$ cat src/rtl/dmem_responder.sv
// -----------------------------------------------------------------------------
// dmem_responder
//   Memory-side end of the MIPS load/store path. Accepts one request at a time,
//   waits LATENCY cycles to model memory latency, then performs the store or
//   returns load data with a one-cycle ready pulse. Word storage is internal.
//
// Parameters
//   DEPTH   : number of 32-bit words (4..1024)
//   LATENCY : cycles from request capture to response (1..15)
//
// Configuration macro
//   DMEM_BYTE_EN : when defined, byte/halfword accesses, sign/zero extension
//                  and misalignment errors are supported. When undefined,
//                  every access is a full-word access and only the range
//                  error remains.
//
// Ports
//   clk    in   clock, rising edge
//   reset  in   asynchronous active-low reset
//   req    in   request strobe, sampled only when a new request can be taken
//   we     in   1 = store, 0 = load
//   size   in   00 byte, 01 half, 10/11 word
//   sgn    in   load sign-extension select
//   addr   in   byte address
//   wd     in   store data (sub-word data in the low bits)
//   busy   out  request in flight
//   ready  out  one-cycle response pulse
//   err    out  request rejected (valid with ready)
//   rd     out  load data, held between loads
// -----------------------------------------------------------------------------
module dmem_responder #(
  parameter int DEPTH   = 64,
  parameter int LATENCY = 2
) (
  input  logic        clk,
  input  logic        reset,
  input  logic        req,
  input  logic        we,
  input  logic [1:0]  size,
  input  logic        sgn,
  input  logic [31:0] addr,
  input  logic [31:0] wd,
  output logic        busy,
  output logic        ready,
  output logic        err,
  output logic [31:0] rd
);

  localparam int AW = (DEPTH > 1) ? $clog2(DEPTH) : 1;

  typedef enum logic [1:0] {
    S_IDLE,
    S_WAIT,
    S_RESP
  } state_t;

  state_t       r_state;
  logic [3:0]   r_cnt;
  logic         r_we;
  logic [1:0]   r_size;
  logic         r_sgn;
  logic [31:0]  r_addr;
  logic [31:0]  r_wd;
  logic         r_busy;
  logic         r_ready;
  logic         r_err;
  logic [31:0]  r_rd;

  logic [AW-1:0] w_idx;
  logic [AW-1:0] w_rd_idx;
  logic          w_capture;
  logic          w_exec;
  logic          w_range_err;
  logic          w_align_err;
  logic          w_err;
  logic [3:0]    w_be;
  logic [31:0]   w_wdata;
  logic [31:0]   w_word;
  logic [31:0]   w_load;

  assign busy  = r_busy;
  assign ready = r_ready;
  assign err   = r_err;
  assign rd    = r_rd;

  assign w_idx       = r_addr[AW+1:2];
  assign w_range_err = (r_addr[31:2] >= 30'(DEPTH));
  assign w_err       = w_range_err | w_align_err;
  assign w_exec      = (r_state == S_WAIT) && (r_cnt == 4'd0);

  // A new request is taken in IDLE, or in RESP so that the request period is
  // LATENCY+1 cycles when req is held high.
  assign w_capture   = req && ((r_state == S_IDLE) || (r_state == S_RESP));

  // The registered read is issued one edge ahead of execution: on the capture
  // edge the index comes straight from the request, afterwards from r_addr.
  assign w_rd_idx    = w_capture ? addr[AW+1:2] : w_idx;

`ifdef DMEM_BYTE_EN
  logic [31:0] w_shift;
  logic [7:0]  w_byte;
  logic [15:0] w_half;

  always_comb begin
    w_align_err = 1'b0;
    w_be        = 4'hF;
    w_wdata     = r_wd;
    case (r_size)
      2'b00: begin
        w_be    = 4'b0001 << r_addr[1:0];
        w_wdata = {4{r_wd[7:0]}};
      end
      2'b01: begin
        w_align_err = r_addr[0];
        w_be        = r_addr[1] ? 4'b1100 : 4'b0011;
        w_wdata     = {2{r_wd[15:0]}};
      end
      default: begin
        w_align_err = (r_addr[1:0] != 2'b00);
      end
    endcase
  end

  assign w_shift = w_word >> {r_addr[1:0], 3'b000};
  assign w_byte  = w_shift[7:0];
  assign w_half  = r_addr[1] ? w_word[31:16] : w_word[15:0];

  always_comb begin
    case (r_size)
      2'b00:   w_load = {{24{r_sgn & w_byte[7]}}, w_byte};
      2'b01:   w_load = {{16{r_sgn & w_half[15]}}, w_half};
      default: w_load = w_word;
    endcase
  end
`else
  // Word-only build: size, sgn and the low address bits have no effect.
  logic w_unused;
  assign w_unused    = ^{r_size, r_sgn, r_addr[1:0]};
  assign w_align_err = 1'b0;
  assign w_be        = 4'hF;
  assign w_wdata     = r_wd;
  assign w_load      = w_word;
`endif

  // One byte-wide memory per lane so each lane maps onto its own RAM with a
  // plain write enable. Contents are not reset.
  genvar gi;
  generate
    for (gi = 0; gi < 4; gi++) begin : g_lane
      logic [7:0] r_mem [DEPTH];
      logic [7:0] r_q;

      always_ff @(posedge clk) begin
        if (w_exec && r_we && !w_err && w_be[gi]) begin
          r_mem[w_idx] <= w_wdata[8*gi +: 8];
        end
        r_q <= r_mem[w_rd_idx];
      end

      assign w_word[8*gi +: 8] = r_q;
    end
  endgenerate

  always_ff @(posedge clk or negedge reset) begin
    if (!reset) begin
      r_state <= S_IDLE;
      r_cnt   <= 4'd0;
      r_we    <= 1'b0;
      r_size  <= 2'b00;
      r_sgn   <= 1'b0;
      r_addr  <= 32'd0;
      r_wd    <= 32'd0;
      r_busy  <= 1'b0;
      r_ready <= 1'b0;
      r_err   <= 1'b0;
      r_rd    <= 32'd0;
    end else begin
      case (r_state)
        S_IDLE, S_RESP: begin
          r_ready <= 1'b0;
          r_err   <= 1'b0;
          if (w_capture) begin
            r_we    <= we;
            r_size  <= size;
            r_sgn   <= sgn;
            r_addr  <= addr;
            r_wd    <= wd;
            r_cnt   <= 4'(LATENCY - 1);
            r_busy  <= 1'b1;
            r_state <= S_WAIT;
          end else begin
            r_busy  <= 1'b0;
            r_state <= S_IDLE;
          end
        end
        S_WAIT: begin
          if (r_cnt == 4'd0) begin
            r_state <= S_RESP;
            r_ready <= 1'b1;
            r_err   <= w_err;
            if (!r_we && !w_err) begin
              r_rd <= w_load;
            end
          end else begin
            r_cnt <= r_cnt - 4'd1;
          end
        end
        default: begin
          r_state <= S_IDLE;
          r_busy  <= 1'b0;
          r_ready <= 1'b0;
          r_err   <= 1'b0;
        end
      endcase
    end
  end

endmodule

$ cat config.mk
export PLATFORM = sky130hd
export DESIGN_NAME = dmem_responder
export DESIGN_NICKNAME = d
export VERILOG_FILES = /design/src/rtl/dmem_responder.sv
export SDC_FILE = /design/constraint.sdc
export NUM_CORES = 2
export LEC_CHECK = 0
export BUFFER_PORTS_ARGS = -buffer_cell sky130_fd_sc_hd__buf_2
export CORE_ASPECT_RATIO = 1.1
export CORE_UTILIZATION = 30
export CTS_CLUSTER_SIZE = 16
export DETAILED_ROUTE_END_ITERATION = 10
export SLEW_MARGIN = 20
export SYNTH_ARGS = -nofsm -noshare
export SYNTH_HDL_FRONTEND = slang
export SYNTH_SLANG_ARGS = --single-unit
$ cat constraint.sdc
create_clock -name clk -period 6.6 [get_ports clk]
set_input_delay 0.66 -clock clk [delete_from_list [all_inputs] [get_ports clk]]
set_output_delay 0.66 -clock clk [all_outputs]
set_load 0.1 [all_outputs]
# Word-level counts from Yosys, hierarchy flattened
# Memories as Yosys holds them, arrays and structs flattened. A register that Yosys moved wholly into a read port is not among the register bits.
# Index checks and enable logic that the tools add are counted.
classes:
  mux: 15
  add_sub_neg: 1
  n_reduce_logical: 15
  magnitude_cmp: 1
  n_eq_ne: 5
ops:
  columns: ["op", "count"]
  rows:
  - ["$ge 30x7->1 const B", 1]
  - ["$mux 1", 8]
  - ["$mux 4", 2]
  - ["$pmux 4 s2", 1]
  - ["$mux 6", 1]
  - ["$reduce_and 3->1", 2]
  - ["$logic_and 1x1->1", 5]
  - ["$logic_not 4->1", 1]
  - ["$ne 2x2->1 const B", 2]
  - ["$pmux 2 s2", 1]
  - ["$sub 4x1->4 const B", 1]
  - ["$eq 2x1->1 const B", 1]
  - ["$eq 2x2->1 const B", 1]
  - ["$logic_not 1->1", 2]
  - ["$logic_not 2->1", 1]
  - ["$mux 2", 1]
  - ["$ne 2x1->1 const B", 1]
  - ["$pmux 1 s2", 1]
  - ["$reduce_and 2->1", 1]
  - ["$reduce_bool 2->1", 1]
  - ["$reduce_or 2->1", 1]
  - ["$logic_or 1x1->1", 1]
word_totals:
  mem_bits_rw: 2048
  wordCells: 50
  out_inout_bits: 35
  in_bits: 71
  mem_count: 4
  ff_bits: 106
memory_table:
  columns: ["memory", "words", "width", "read_ports", "rd_clocked_by_memory_dff", "wr", "line", "text"]
  rows:
  - ["g_lane[0].r_mem", 64, 8, 1, 1, 1, "150", "logic [7:0] r_mem [DEPTH];"]
  - ["g_lane[1].r_mem", 64, 8, 1, 1, 1, "150", null]
  - ["g_lane[2].r_mem", 64, 8, 1, 1, 1, "150", null]
  - ["g_lane[3].r_mem", 64, 8, 1, 1, 1, "150", null]

# Depth between registers and ports, before layout
depth:
  depth_word: 6
  depth_mapped: 11
  mapped_depth_nobuf: 8

# Worst setup path after synthesis
# Ideal clock, no wire load.
synth_path:
  kind: "register to register"
  start: "reg ready (netlist name)"
  end: "mem g_lane[0].r_mem[62][0], enable pin"
  period_less_slack_ps: 3651
  t_arrival_ps: 3230
  path_slack_ps: 2949
  stages_incl_launch_ff: 7
  setup_time_ps: 421
  path_buffers: 0
  required_time_ps: 6179
  cell_sequence: "dfrtp_1 -> nor2b_1 -> nand2_1 -> nor3_1 -> and3b_1 -> nand3_1 -> nor2_1"
synth_lines:
  columns: ["element", "line"]
  rows:
  - ["end: declaration", "150"]

# Final worst setup path
layout_path:
  start: "reg r_state[0]"
  end: "reg g_lane[0].r_q[2], read port of g_lane[0].r_mem"
layout_between:
  elab_chain_len: 4
  word_cells_on_any_way: 5
  cone_classes: "eq/ne (1); mux (1); reduce/logical (3)"
layout_lines:
  columns: ["element", "line", "text"]
  rows:
  - ["start: declaration", "57", "state_t r_state;"]
  - ["start signal: assignment", "166", "r_state <= S_IDLE;"]
  - ["start signal: assignment", "190", "r_state <= S_WAIT;"]
  - ["start signal: assignment", "193", "r_state <= S_IDLE;"]
  - ["$eq 2x2->1 or $logic_not 2->1 (tied branches)", "93", "assign w_capture = req && ((r_state == S_IDLE) || (r_state == S_RESP));"]
  - ["$logic_or 1x1->1 *", "93", null]
  - ["$logic_and 1x1->1 *", "93", null]
  - ["$mux 6 *", "97", "assign w_rd_idx = w_capture ? addr[AW+1:2] : w_idx;"]
  - ["end: declaration", "151", "logic [7:0] r_q;"]
# Mark *: on every way between the ends. The rest lies on a longest branch, timed or not.
# A chain may end at the register's enable or synchronous reset.

==> out/results.ini <==
[run_status]
status = complete, no violations

[place]
place_hpwl_mm = 133
portBuffers = 100
dp_slack_ps = 1610
dp.cells = 8790
gp_congestion = 0.803

[power]
p_per_area_mw_per_mm2 = 408
ir_worst_vdd_mv = 0.428
p_leak_nw = 32.9
p_total_w = 0.0408

[logic_synthesis]
ys_ff_latch = 2183
syn-cell-area_mm2 = 0.0870
ys_warn_count = 0
synth.top_cells.by_area = edfxtp_1 (71%), mux4_2 (6.6%), mux2i_1 (5.2%), dfrtp_1 (3.0%), a211oi_1 (2.2%)
yosysTopAreaCell = edfxtp_1
ys_seq_area_share_pct = 74.4
syn-mean-instance-area_um2 = 17.4
ys_types = 51
postSynth.asyncResetShare_pct = 4.72
synth_edf_count = 2048
synth_ff_type = edfxtp_1
syn_nets = 5072
yosys.area.top_type_share_pct = 70.7
syn_inst = 5000

[floorplanning]
die_h_um = 567
die_area_mm2 = 0.292
num_rows = 207
core-area_mm2 = 0.289
io_pins = 106
die_w_um = 515
floorplan.initialDensity_pct = 30.1

[worst_setup_path]
crit_path_start_kind = flip-flop
critical_path_peak_fanout = 44
r2r_cells = 9
crit_path_end_kind = flip-flop
critPathArrivalTime_ps = 5510
path_class = flip-flop to flip-flop
worstPathRequired_ps = 7300

[grt]
overflow = 0
grt_pass1_vias = 47600
grt_max_degree = 131
antenna_found_initial = 37
grt_util_all_layers_pct = 16.3
grt_pass1_wl_mm = 347

[hold_path]
min_path_type = input pin to flip-flop
hold_depth = 3

[routing]
drc = 0
postRouteAntennaNets = 0
first_pass_iters = 5
vias_per_cell = 5.18
via_count = 47900
wl_per_cell_um = 26.4
routed_wl_mm = 243
drtIter0Drc = 5173

[timing]
relSlewSlack_pct = 26.0
rsz0062_at_grt = no
period_share_pct = 72.8
setup_viol = 0
max_slew.worst_pin.slew_ps = 1110
hold_viol = 0
fin_skew_ps = 89.7
fin_tns_setup_ps = 0
finalWorstPathRequiredPeriod_ps = 4810
slew_viol_final = 0
fin_ws_ps = 1790
fmax_mhz = 208

[final_layout]
fin_cells = 9236
area_growth_pct = 14.9
drive_gt1_share_pct = 18.3
nNetsFinal = 5244
fin_util_pct = 34.6

[clocking]
ctsRootBufferMaster = clkbuf_16
cts_setup_buffers = 0
cts_tree = built
clk_pin_slew_ps = 70
htreeDepth = 4
clkLatencyLatePin_ps = 900
numCtsBuffers = 210
cts_sinks = 2183
cts_buffer_depth = 4

[flow_run]
cap_violations = 0

-- final cells by class --
| type | instances | area [um^2] |
|---|---|---|
| well taps | 3866 | 4840 |
| flip-flops and latches | 2183 | 64800 |
| inverters | 134 | 508 |
| clock buffers | 268 | 5580 |
| clock inverters | 110 | 871 |
| fillers | 26900 | 189000 |
| repair buffers | 291 | 2280 |
| multi-input cells | 2352 | 21000 |
| diodes | 32 | 80.1 |
-- per-stage QoR --
stage	hold slack (ps)	cell area [um^2]
final	63.4	100000
after floorplan	364	87000
after detailed placement	449	93000
after global routing	79.6	100000
after CTS	27.3	99800
after global placement	452	93000
-- layout by cell type (no fill, tap or decap), drive strengths merged, types with 8 or more instances in the layout --
cell type and instances:
edfxtp 2048, mux2i 450, nand2 383, nor2 272, clkbuf 268, a211oi 256
mux4 256, buf 256, inv 146, a22oi 128, mux2 104, dfrtp 103
clkinv 82, o32ai 64, a31oi 59, nor4 42, dlygate4sd3 35, a31o 34
o21ai 34, nand4 33, or3 33, diode 32, dfxtp 32, o22ai 30
a221o 30, or4 30, nor3 25, nand3b 24, nand3 14, bufinv 10
nor2b 10, a21oi 9, o32a 8
-- sequential cells by signal, summed over array words and instances, names as in the netlist --
signal and cells:
g_lane.r_q 32, r_cnt 4, busy 1, r_state 1, ready 1, r_addr 30, err 1, g_lane.r_mem 2048
r_wd 32, rd 32, r_we 1
-- repair_timing --
item	CTS	global route
resized for setup	0	0
hold buffers	35	0
hold endpoints to repair	85	0
-- critical path, cell delays in order, from the launching register on --
cell and delay [ps]:
dfrtp_1 850, and3b_4 470, a21oi_4 420, buf_12 400, buf_4 450, buf_4 370
mux4_2 550, a22oi_1 300, nand4_1 350, or3_1 410
-- per-layer routing --
| layer | GRT usage [%] | vias up | routed length, um |
|---|---|---|---|
| met2 | 27.0 | 1784 | 120000 |
| met1 | 21.1 | 25400 | 97400 |
| met4 | 7.74 | 0 | 10900 |
| met5 | 0 | - | 0 |
| met3 | 2.09 | 427 | 15500 |
| li1 | - | 20300 | - |
-- cell families after synthesis --
logic type               count (synthesis)  synth area share [%]
AO/OA/AOI/OAI                          657                  5.67
adder cells (fa/ha/maj)                  1                0.0144
flip-flops                            2183                  74.4
AND/OR/NAND/NOR                        882                  4.52
XOR/XNOR                                 2                0.0201
buffers and inverters                  465                  2.24
multiplexers                           810                  13.2
-- power breakdown --
| part | internal (W) | total, W | switching (W) |
|---|---|---|---|
| logic | 0.00371 | 0.00978 | 0.00607 |
| registers | 0.0173 | 0.0194 | 0.00214 |
| clock network | 0.00637 | 0.0116 | 0.00520 |
-- synthesized netlist by cell type, drive strengths merged (59+ instances only) --
cell type     n
nor2        272
a31oi        59
buf         161
mux2i       450
mux4        256
clkbuf      170
inv         134
a22oi       128
a211oi      256
edfxtp     2048
dfrtp       103
mux2        104
nand2       383
o32ai        64
-- final timing paths --
| kind | start | end | slack, ps |
|---|---|---|---|
| setup / recovery | r_state[0] | g_lane[0].r_q[2] | 1790 |
| hold / removal | wd[23] | r_wd[23] | 60 |
| setup reg to reg | r_state[0] | g_lane[0].r_q[2] | 1790 |
| hold reg to reg | g_lane[0].r_q[7] | rd[7] | 460 |
| max in group asynchronous | reset | r_wd[27] | 4810 |
| min in group asynchronous | reset | busy | 340 |
No activity file was read; power rests on OpenSTA's default activity.
